==> config.mk <==
export PLATFORM = sky130hd
export DESIGN_NAME = resp_demux2
export DESIGN_NICKNAME = d
export VERILOG_FILES = /design/src/rtl/resp_demux2_pkg.sv /design/src/rtl/resp_demux2_fifo.sv /design/src/rtl/resp_demux2.sv
export SDC_FILE = /design/constraint.sdc
export NUM_CORES = 1
export LEC_CHECK = 0
export ABC_AREA = 1
export CAP_MARGIN = 40
export CORE_UTILIZATION = 45
export DETAILED_ROUTE_END_ITERATION = 16
export PLACE_DENSITY = 0.73
export SLEW_MARGIN = 20
export SYNTH_ARGS = -nofsm -noshare
export SYNTH_HDL_FRONTEND = slang
export SYNTH_SLANG_ARGS = --single-unit
export TNS_END_PERCENT = 20
==> constraint.sdc <==
create_clock -name clk -period 5.8 [get_ports clk]
set_input_delay 0.87 -clock clk [delete_from_list [all_inputs] [get_ports clk]]
set_output_delay 0.87 -clock clk [all_outputs]
set_load 0.1 [all_outputs]
==> src/rtl/resp_demux2_pkg.sv <==
// resp_demux2_pkg -- shared constants for the resp_demux2 response steering block.
// Revision: 1.0
`default_nettype none

package resp_demux2_pkg;
  localparam int   DEFAULT_WIDTH = 32;
  localparam logic SEL_OP1       = 1'b0;
  localparam logic SEL_OP2       = 1'b1;
endpackage

`default_nettype wire

==> src/rtl/resp_demux2_fifo.sv <==
// demux_fifo -- per-output buffer with head-of-queue read port and count-based full/empty.
// Revision: 1.0
`default_nettype none

module demux_fifo #(
  parameter int WIDTH = 32,
  parameter int DEPTH = 2
) (
  input  logic             clk,
  input  logic             rst,
  input  logic             push,
  input  logic [WIDTH-1:0] push_data,
  output logic             full,
  input  logic             pop,
  output logic [WIDTH-1:0] head_data,
  output logic             empty
);
  localparam int AW = $clog2(DEPTH);
  localparam int CW = AW + 1;
  localparam logic [CW-1:0] FULL_CNT = CW'(DEPTH);

  logic [WIDTH-1:0] mem [DEPTH];
  logic [AW-1:0]    wr_ptr;
  logic [AW-1:0]    rd_ptr;
  logic [CW-1:0]    count;

  assign full      = (count == FULL_CNT);
  assign empty     = (count == '0);
  assign head_data = mem[rd_ptr];

  always_ff @(posedge clk) begin
    if (rst) begin
      wr_ptr <= '0;
      rd_ptr <= '0;
      count  <= '0;
      for (int i = 0; i < DEPTH; i++) mem[i] <= '0;
    end else begin
      if (push) begin
        mem[wr_ptr] <= push_data;
        wr_ptr      <= wr_ptr + 1'b1;
      end
      if (pop) rd_ptr <= rd_ptr + 1'b1;
      // Simultaneous push and pop leaves the occupancy unchanged.
      case ({push, pop})
        2'b10:   count <= count + 1'b1;
        2'b01:   count <= count - 1'b1;
        default: count <= count;
      endcase
    end
  end
endmodule

`default_nettype wire

==> src/rtl/resp_demux2.sv <==
// resp_demux2 -- 1-to-2 response demux with a FIFO per output; RESP_DEMUX_BYPASS_EN adds an empty-FIFO bypass.
// Revision: 1.0
`default_nettype none

module resp_demux2
  import resp_demux2_pkg::*;
#(
  parameter int WIDTH = DEFAULT_WIDTH,
  parameter int DEPTH = 2
) (
  input  logic             clk,
  input  logic             rst,
  input  logic             in_valid,
  output logic             in_ready,
  input  logic             in_sel,
  input  logic [WIDTH-1:0] in_data,
  output logic             op1_valid,
  input  logic             op1_ready,
  output logic [WIDTH-1:0] op1_data,
  output logic             op2_valid,
  input  logic             op2_ready,
  output logic [WIDTH-1:0] op2_data
);
  logic             full1, full2, empty1, empty2;
  logic             fire1, fire2, push1, push2, pop1, pop2;
  logic [WIDTH-1:0] head1, head2;

  // Ready looks only at the selected FIFO's registered count, never at op*_ready.
  assign in_ready = !rst && ((in_sel == SEL_OP2) ? !full2 : !full1);
  assign fire1    = in_valid && in_ready && (in_sel == SEL_OP1);
  assign fire2    = in_valid && in_ready && (in_sel == SEL_OP2);
  assign pop1     = !empty1 && op1_ready;
  assign pop2     = !empty2 && op2_ready;

`ifdef RESP_DEMUX_BYPASS_EN
  logic byp1, byp2;
  assign byp1      = fire1 && empty1 && op1_ready;
  assign byp2      = fire2 && empty2 && op2_ready;
  assign push1     = fire1 && !byp1;
  assign push2     = fire2 && !byp2;
  assign op1_valid = !empty1 || byp1;
  assign op2_valid = !empty2 || byp2;
  assign op1_data  = byp1 ? in_data : head1;
  assign op2_data  = byp2 ? in_data : head2;
`else
  assign push1     = fire1;
  assign push2     = fire2;
  assign op1_valid = !empty1;
  assign op2_valid = !empty2;
  assign op1_data  = head1;
  assign op2_data  = head2;
`endif

  demux_fifo #(.WIDTH(WIDTH), .DEPTH(DEPTH)) u_fifo1 (
    .clk       (clk),
    .rst       (rst),
    .push      (push1),
    .push_data (in_data),
    .full      (full1),
    .pop       (pop1),
    .head_data (head1),
    .empty     (empty1)
  );

  demux_fifo #(.WIDTH(WIDTH), .DEPTH(DEPTH)) u_fifo2 (
    .clk       (clk),
    .rst       (rst),
    .push      (push2),
    .push_data (in_data),
    .full      (full2),
    .pop       (pop2),
    .head_data (head2),
    .empty     (empty2)
  );
endmodule

`default_nettype wire

==> results.txt, run 1 <==
The run finished with clean final reports. In this run the post-CTS setup repair buffer count came out at 0. In the final layout, the share of cells above drive strength 1 is 0.277. The origin of the worst setup path is rst. The final critical path time including I/O delays and setup is 3.57 ns. The tool flagged a number of max-cap violations equal to 0.

Including well taps, the total number of placed cells is 766. The headroom to the max-slew limit is 0.627. In this run the horizontal extent of the chip is 116 um.

The final weighted congestion in routability-driven placement is 0.720. The overall routing resource usage came out at 0.201. The net count of the finished layout came out at 658. The total leakage power is 3.55 nW. The clock-pin slew of the registers on the worst-case setup and hold paths came out at 0.06 ns. The layer carrying the most global-route usage is met2. The start of the worst register-to-register path is u_fifo2.count[0]. Setup repair after global routing left no endpoint under its margin. In this run the mean area of a mapped cell was 13.3 um2. The number of buffers on the longest clock path is 2. The worst hold path begins at u_fifo2.rd_ptr.

The post-synthesis sequential area ratio is 0.690. The number of cells traversed by the worst register-to-register path came out at 7. The maximum level of the CTS H-tree came out at 4. The number of instances in the synthesized netlist is 442. The portion of the clock cycle consumed by the worst path in the final layout is 0.616. The slew at the pin closest to its max-slew limit came out at 0.558 ns. The maximum fanout along the worst path came out at 12.

The net count after synthesis is 482. The internal reg-to-reg setup slack is 3.45 ns. The number of vias per cell after detailed routing is 4.83. The synthesized flop and latch total is 138.

Once the clock tree was built, the resizer swapped 0 gates to a different size. The number of filler instances in the final layout came out at 858. Compared with the post-synthesis result, the final layout area differs by 48.9%. The path category of the worst min-delay check is register to register. The sort of element at the end of the critical path is an output pin. The cell row count is 41. The routed layout has 3878 vias. In this run the critical register-to-register path is captured at u_fifo2.mem[0][9]. The total power density per cell area is 358 nW/um2. The final routed DRC violation total came out at 0.

The number of antenna cells inserted came out at 0. The first-pass GRT wire length came out at 19700 um. The initial antenna violation count came out at 0. The peak ir drop on the vdd network is 0.000209 V. The total CTS buffers is 17.

The total count of hold-check failures in the final report is 0. The count of nets left with antenna violations once routing finished came out at 0. The number of top-level design ports is 105. The iteration count of the initial detailed-routing pass came out at 6. The number of buffers added to fix hold violations after cts came out at 0. In the global route stage, met1 resource usage came out at 0.235.

The y dimension of the die is 116 um. The area after detailed placement is 8020 um2. The top cell types in the final layout, fill and taps aside, are nor2_1, edfxtp_1, clkdlybuf4s50_1, buf_8, mux2_2. The summed negative setup slack over all endpoints is 0 ns. The via count of the first global-routing pass is 3943. Derived from the worst setup path, the maximum achievable clock frequency is 280 MHz. For this run, global-route usage on met3 was measured as 0.0523.

STA classifies the critical path startpoint as a primary input. For met2 alone, demand over resource in global routing was 0.362. The post-detailed-placement half-perimeter wirelength came out at 8050 um.

The clock skew after layout came out at 0.0102 ns. The initial DRC count came out at 244. The number of sinks on the clock net is 138. The tightest hold margin is 0.455 ns. The cell area after synthesis is 5860 um2.

The classification of the worst setup path is primary input to output pin. The synthesis warning total is 0. The post-layout instance count excluding filler cells came out at 803. The footprint of the flip-flops and latches came out at 4050 um2. The required time reported for the critical path endpoint came out at 4.93 ns.

The number of failing setup endpoints in the final timing report is 0. The area of the die came out at 13500 um2. Leaving out fill and tap cells, the most frequent cell in the layout is nor2_1. The final wirelength came out at 12800 um.

The critical path arrival came out at 2.70 ns. The total global routing overflow is 0. The pin count of the biggest net entering global routing is 34. The post-route total power came out at 3.13 mW.

The initial utilization of the core area, before any placement, comes to 0.462. The per-cell routed wire length came out at 15.9 um. The final count of pins violating max slew is 0. The clock tree from TritonCTS is yes. Along the worst hold path, the cell count comes to 1. The post-layout instance area is 8720 um2. Clock latency on the worst-skew pair, taken at its later pin, is 0.41 ns. The area used by multi-input combinational logic came out at 1490 um2. The number of I/O port buffers is 104. The core region is 12700 um2.

The tree is rooted in a clkbuf_16. The netlist uses 21 different library cells.
==> worst max path at each step <==
stage | slack (ns) | end | cells after the start
2_1_floorplan | 2.70 | u_fifo2.mem[0][0] | 6
5_1_grt | 2.15 | in_ready | 6
3_3_place_gp | 1.87 | in_ready | 5
6_report | 2.23 | in_ready | 6
4_1_cts | 2.21 | in_ready | 6
3_5_place_dp | 2.09 | u_fifo2.mem[1][13] | 6
==> cells in the mapped netlist (all sizes together) <==
cell / count / area [um2]
inv: 44 / 165
o21ai: 8 / 40.0
clkbuf: 3 / 11.3
nand2: 12 / 45.0
nand3: 2 / 10.0
nor2: 134 / 515
or2: 1 / 6.26
ha: 2 / 25.0
a21oi: 11 / 55.1
nand4: 4 / 61.3
edfxtp: 128 / 3840
dfxtp: 10 / 200
buf: 19 / 158
mux2: 64 / 721
==> critical path, cell delays in order <==
cell and delay, ns:
clkdlybuf4s50_1 0.41, inv_1 0.31, nand2_1 0.17, nor2_4 0.19
clkdlybuf4s50_1 0.55, buf_8 0.20
==> cell type report <==
| cell class | instances | share of cell area |
|---|---|---|
| Clock buffer | 17 | 0.0488 |
| Multi-Input combinational cell | 238 | 0.171 |
| Clock inverter | 15 | 0.0181 |
| Sequential cell | 138 | 0.464 |
| Timing Repair Buffer | 179 | 0.255 |
| Inverter | 44 | 0.0189 |
| Tap cell | 172 | 0.0247 |
==> report_power, final <==
group	switching [mW]	internal [mW]
clock network	0.392	0.667
logic	0.566	0.331
registers	0.0223	1.15
total	0.981	2.15
==> per-stage QoR <==
step,utilization,setup slack [ns]
after CTS,0.679,2.21
after global placement,0.550,1.87
final,0.688,2.23
after detailed placement,0.633,2.09
after floorplan,-,2.70
after global routing,0.688,2.15
==> per-layer routing <==
layer,wire [um],vias to the layer above
met1,5180,1889
met4,128,0
met3,624,12
met2,6850,120
met5,0,-
li1,-,1857
==> state kept, by name (all words and copies together), names as in the netlist, named ones only <==
register / count
u_fifo2.wr_ptr: 1
u_fifo2.count: 2
u_fifo2.mem: 64
u_fifo1.mem: 64
u_fifo2.rd_ptr: 1
u_fifo1.wr_ptr: 1
u_fifo1.rd_ptr: 1
u_fifo1.count: 2
==> cell families after synthesis <==
kind of cell    Yosys count  share of synthesized area
compound gates           19                     0.0162
fa+ha+maj                 2                    0.00427
buf+inv                  66                     0.0570
flops                   138                      0.690
mux                      64                      0.123
simple gates            153                      0.109
No activity file was read; power rests on OpenSTA's default activity.
==> inputs of run 2 (changes only) <==
--- a/config.mk
+++ b/config.mk
@@ -9,7 +9,7 @@
 export CAP_MARGIN = 40
 export CORE_UTILIZATION = 45
 export DETAILED_ROUTE_END_ITERATION = 16
-export PLACE_DENSITY = 0.73
+export PLACE_DENSITY = 0.76
 export SLEW_MARGIN = 20
 export SYNTH_ARGS = -nofsm -noshare
 export SYNTH_HDL_FRONTEND = slang
==> constraint.sdc (replaced) <==
create_clock -name clk -period 3.2 [get_ports clk]
set_input_delay 0.48 -clock clk [delete_from_list [all_inputs] [get_ports clk]]
set_output_delay 0.48 -clock clk [all_outputs]
set_load 0.1 [all_outputs]
==> results.txt, run 2 (synthesis gave the netlist of run 1 again) <==
After clock tree synthesis, the clock-pin slew on the worst setup and hold paths is 0.06 ns. The headroom to the max-slew limit came out at 0.468. The number of buffers on the longest clock path is 2. The die extent in x came out at 116 um. The tree built by TritonCTS fans out to 138 sinks.

The initial cell density of the core is 0.462. In this design, the stage delay of the slowest critical-path cell is 0.85 ns. The tree is rooted in a clkbuf_16.

The final design utilization is 0.601. Measured along the y axis, the die boundary spans 116 um. The per-cell routed wire length is 16.2 um. The area after detailed placement is 6890 um2. The signal on the critical path passes through mux2_2 -> buf_4. The final weighted congestion in routability-driven placement is 0.744. The final wirelength is 12000 um. The final count of pins violating max slew is 0. Buffers placed on the I/O ports in this run total 104. The required time reported for the critical path endpoint is 2.72 ns.

The number of vias per cell after detailed routing is 4.90. The clock skew after layout is 0.00978 ns. The type of origin of the critical path is a register. In this run the worst setup path terminates at op1_data[6]. The top cell types in the final layout, fill and taps aside, are nor2_1, edfxtp_1, buf_4, mux2_2, inv_1. The maximum fanout along the worst path came out at 32. The max-capacitance violation count is 0. The cell with the largest stage delay on the worst path is dfxtp_2. The residual antenna-violating net count after detailed routing came out at 0. The worst register-to-register path has a setup slack of 1.38 ns. The post-layout instance area is 7610 um2.

In this run the count of I/O pins placed on the die edge is 105. The number of filler instances in the final layout is 987. The startpoint identified for the worst register-to-register timing path is u_fifo1.count[0].

The flow ran to the end, and the final reports show no timing, DRC or antenna violations. Entering global routing, the biggest net connects 33 pins. The total power density per cell area is 744 nW/um2.

The number of buffers added to fix hold violations after cts came out at 0. The total CTS buffers is 17. The number of failing setup endpoints in the final timing report is 0.

The critical path arrival is 1.97 ns. The total global routing overflow is 0. The post-detailed-placement half-perimeter wirelength is 7710 um.

The final worst-path setup slack is 0.755 ns. For the worst flop-to-flop path, the logic depth is 6. Before CTS, the worst setup slack after placement is 0.580 ns.

The pre-antenna-repair detailed-routing pass consisted of 5 iterations. The clock latency of the later-clocked register in the worst-skew pair is 0.42 ns. Static timing analysis puts the maximum clock frequency at 409 MHz. The via count of the first global-routing pass is 3731. IR analysis of the VDD net gives a maximum drop of 0.000362 V. TritonCTS built the clock tree.

The total number of vias is 3622. The cell row count came out at 41. The core region area came out at 12700 um2. The first-pass GRT wire length is 18300 um. The initial antenna violation count came out at 0. For the finished layout, the period the worst path requires is 2.45 ns.

The maximum level of the CTS H-tree is 4. The slew at the pin closest to its max-slew limit is 0.798 ns. STA classifies the critical path endpoint as an output pin. The number of antenna cells inserted came out at 0. The number of instances resized during post-cts repair came out at 0. In the final layout, the share of cells above drive strength 1 is 0.323.

In this run the critical register-to-register path is captured at u_fifo1.mem[0][26]. The total leakage power is 3.18 nW. The area of the die is 13500 um2. In the final layout, the registers with the most flip-flops are u_fifo1.mem: 64 flops, u_fifo2.mem: 64 flops.

The net count of the finished layout is 594. Summed over all failing endpoints, the final setup total negative slack is 0 ns. In the routed design, unresolved DRC markers number 0. The overall routing resource usage came out at 0.187. The area growth from synthesis to layout is 30.0%. The initial DRC count is 204. The most common cell after layout, fill and taps aside is nor2_1. Setup repair after global routing left no endpoint under its margin.

The total count of hold-check failures in the final report is 0. The post-CTS setup-driven buffer insertion count came out at 0. The portion of the clock cycle consumed by the worst path in the final layout came out at 0.764. The min-delay analysis places its worst path in the category register to register.

The classification of the worst setup path is register to output pin.
==> run 2: layer usage <==
layer  track usage  wire length (um)
met1         0.228              5120
met4        0.0650                93
met3        0.0591               567
met2         0.313              6180
met5             0                 0
==> run 2: metrics by stage <==
| stage | total power [mW] | hold slack, ns | std cells |
|---|---|---|---|
| 4_1_cts | 5.69 | 0.456 | 738 |
| 2_1_floorplan | 3.13 | 0.426 | 442 |
| 6_report | 5.66 | 0.452 | 739 |
| 5_1_grt | 5.83 | 0.492 | 739 |
| 3_3_place_gp | 3.39 | 0.430 | 706 |
| 3_5_place_dp | 3.41 | 0.439 | 706 |
==> run 2: worst max-delay path: cells and delay by family (launching register included) <==
| family | cells | cell delay, ns |
|---|---|---|
| DFF | 1 | 0.85 |
| muxes | 1 | 0.45 |
| buffers and inverters | 1 | 0.24 |
==> run 2: how the worst min path moves through the flow <==
| stage | start | end | slack [ns] | cells after the start |
|---|---|---|---|---|
| after floorplan | u_fifo2.rd_ptr | register | 0.43 | 1 |
| after global placement | u_fifo2.rd_ptr | register | 0.43 | 1 |
| after detailed placement | u_fifo2.rd_ptr | register | 0.44 | 1 |
| after CTS | u_fifo2.rd_ptr | register | 0.46 | 1 |
| after global routing | u_fifo2.rd_ptr | register | 0.49 | 1 |
| final | u_fifo2.rd_ptr | register | 0.45 | 1 |
==> run 2: layout make-up <==
type	count	area [um2]	area share
timing repair buffer	115	1000	0.131
clock buffer	17	425	0.0559
sequential	138	4050	0.532
multi-input combinational	238	1490	0.196
clock inverter	15	270	0.0355
tap	172	215	0.0283
inverter	44	165	0.0217
==> run 2: power breakdown <==
group	total (mW)	internal, mW	switching [mW]
sequential	2.14	2.08	0.0575
clock	2.28	1.54	0.741
combinational	1.24	0.297	0.943
total	5.66	3.92	1.74
==> inputs of run 3 (changes only) <==
--- a/config.mk
+++ b/config.mk
@@ -9,7 +9,7 @@
 export CAP_MARGIN = 40
 export CORE_UTILIZATION = 45
 export DETAILED_ROUTE_END_ITERATION = 16
-export PLACE_DENSITY = 0.76
+export PLACE_DENSITY = 0.73
 export SLEW_MARGIN = 20
 export SYNTH_ARGS = -nofsm -noshare
 export SYNTH_HDL_FRONTEND = slang
==> constraint.sdc (replaced) <==
create_clock -name clk -period 2.45 [get_ports clk]
set_input_delay 0.3675 -clock clk [delete_from_list [all_inputs] [get_ports clk]]
set_output_delay 0.3675 -clock clk [all_outputs]
set_load 0.1 [all_outputs]
==> results.txt, run 3 (synthesis gave the netlist of run 1 again) <==
The run finished with clean final reports. At the worst endpoint, the arrival time is 1.79 ns. The hold path depth is 1. The area after detailed placement is 7770 um2. The library cell used most frequently in the layout, excluding fill and tap cells, is nor2_1. In the layout the commonest cells are nor2_1, edfxtp_1, buf_12, mux2_2, inv_1. Setup repair after global routing left no endpoint under its margin.

The post-CTS setup-driven buffer insertion count is 0. The peak ir drop on the vdd network came out at 0.000494 V. The layout cell share with drive strength beyond 1 came out at 0.329. The residual antenna-violating net count after detailed routing is 0. In this run, CTS created clock tree buffers numbering 17. The first detailed-routing pass ran for 5 iterations. The number of sinks on the clock net came out at 138.

The summed negative setup slack over all endpoints came out at 0 ns. The top cell family by delay on the critical path is flip-flops. The final count of pins violating max slew is 0. The initial DRC count is 191. The max-capacitance violation count came out at 0. The startpoint identified for the worst register-to-register timing path is u_fifo2.count[0]. The fmax came out at 464 MHz.

The worst setup path is launched from a register. The per-cell routed wire length came out at 16.8 um. The via count of the first global-routing pass is 3838.

The headroom to the max-slew limit is 0.709. Dividing the detail-routed via count by the number of cells gives 4.95. From bottom edge to top edge, the die measures 116 um.

The die is 116 um wide. The root buffer cell chosen for the clock tree is clkbuf_16. For the worst-skew pair, the clock arrives at the later sink with an insertion delay of 0.40 ns. The delay of the slowest critical-path stage is 0.60 ns. TritonCTS built the clock tree. The initial antenna violation count came out at 0. The cell row count came out at 41. The post-layout instance count excluding filler cells came out at 746. After detailed routing, the wire length on met1 is 5340 um. Setup violations remaining at the end of the flow were counted as 0. The maximum level of the CTS H-tree came out at 4. The buffering stage count on the worst path with inverters included came out at 2.

Walking the worst path, the cells encountered are buf_12 -> mux2_2 -> buf_12. The internal reg-to-reg setup slack is 0.82 ns. The number of cells traversed by the worst register-to-register path came out at 7. The core region area is 12700 um2.

For this design, the slowest cell found on the critical path is dfxtp_2. The total count of hold-check failures in the final report is 0. After clock tree synthesis, the clock-pin slew on the worst setup and hold paths is 0.05 ns. The routed layout has 3696 vias.

The total leakage power came out at 3.42 nW. Final hold analysis gives a worst-case slack of 0.444 ns. For the pin with the worst max-slew slack, the measured transition is 0.437 ns. The setup slack after placement is 0.288 ns. Summing internal, switching and leakage power gives 7.31 mW. The length of routed met3 wiring came out at 583 um. In this run the most critical hold path is launched from u_fifo2.rd_ptr. The number of I/O port buffers is 104. After detailed routing, the total wire length is 12500 um.

The overall routing resource usage is 0.201. The clock skew after layout came out at 0.00498 ns. In this run the critical register-to-register path is captured at u_fifo2.mem[1][5].

The post-layout instance area is 8360 um2. After clock tree synthesis, the repair step resized 0 gates. The number of top-level design ports is 105.

The net count of the finished layout is 601. Among the stages of the critical path, the cell type that occurs most often is buf_12. The final weighted congestion in routability-driven placement is 0.796. The relative area change from synthesis to final layout came out at 42.7%. Once placement completed, the tool counted placed cells totaling 714. The first-pass GRT wire length came out at 19700 um. The portion of the clock cycle consumed by the worst path in the final layout is 0.880. The number of antenna diodes in the final layout is 0. For this design the ratio of total power to cell area is 874 nW/um2. The worst setup path is of the register to output pin kind.

The area of the die is 13500 um2. The wire-length estimate of the detail-placed layout is 8380 um. The worst setup path is captured at an output pin. The total global routing overflow is 0. In this run the worst hold path is classified as register to register. Setup slack on the critical path of the routed design comes to 0.293 ns. The final routed DRC violation total is 0. The pin count of the biggest net entering global routing came out at 33. The largest registers in the layout are u_fifo1.mem: 64 flops, u_fifo2.mem: 64 flops. The final design utilization came out at 0.660. The maximum fanout along the worst path came out at 17.

The highest layer touched by signal routing is met4. The initial cell density of the core is 0.462. The number of buffers on the longest clock path came out at 2. The final critical path time including I/O delays and setup is 2.16 ns. The required time reported for the critical path endpoint is 2.08 ns. The number of buffers added to fix hold violations after cts is 0. Summed over all nets, wire length on met2 after detailed routing comes to 6450 um.
-- run 3: changes by cell type in the layout (fill, tap and decap cells not counted), sizes merged --
cell | before | now
clkbuf | 17 | 18
bufinv | 7 | 3
inv | 46 | 44
buf | 78 | 85
clkinvlp | 2 | 1
clkinv | 4 | 10
-- run 3: worst max-delay path by stage --
stage                           startpoint            endpoint  slack [ns]  cells past startpoint
final                             register        op1_data[31]        0.29                      3
after global routing              register        op1_data[31]        0.21                      3
after CTS                         register        op1_data[31]        0.26                      3
after detailed placement          in_valid    u_fifo1.count[1]        0.29                      7
after global placement            in_valid  u_fifo1.mem[0][10]        0.37                      5
after floorplan           u_fifo1.count[0]   u_fifo2.mem[1][0]       -0.05                      6
-- run 3: cell type report --
class                   instances  area [um2]
repair buffers                122        1860
flip-flops and latches        138        4050
well taps                     172         215
clock buffers                  18         429
multi-input cells             238        1490
inverters                      44         165
fillers                       901        4310
clock inverters                14         155
-- run 3: layer usage --
metal  track usage  vias to the layer above
met5             0                        -
met2         0.338                      116
met4        0.0650                        0
li1              -                     1742
met3        0.0523                       12
met1         0.254                     1826
-- run 3: report_power, final --
| group | internal [mW] | switching [mW] |
|---|---|---|
| logic | 0.702 | 1.32 |
| registers | 2.72 | 0.0635 |
| clock network | 1.59 | 0.926 |
| total | 5.00 | 2.31 |
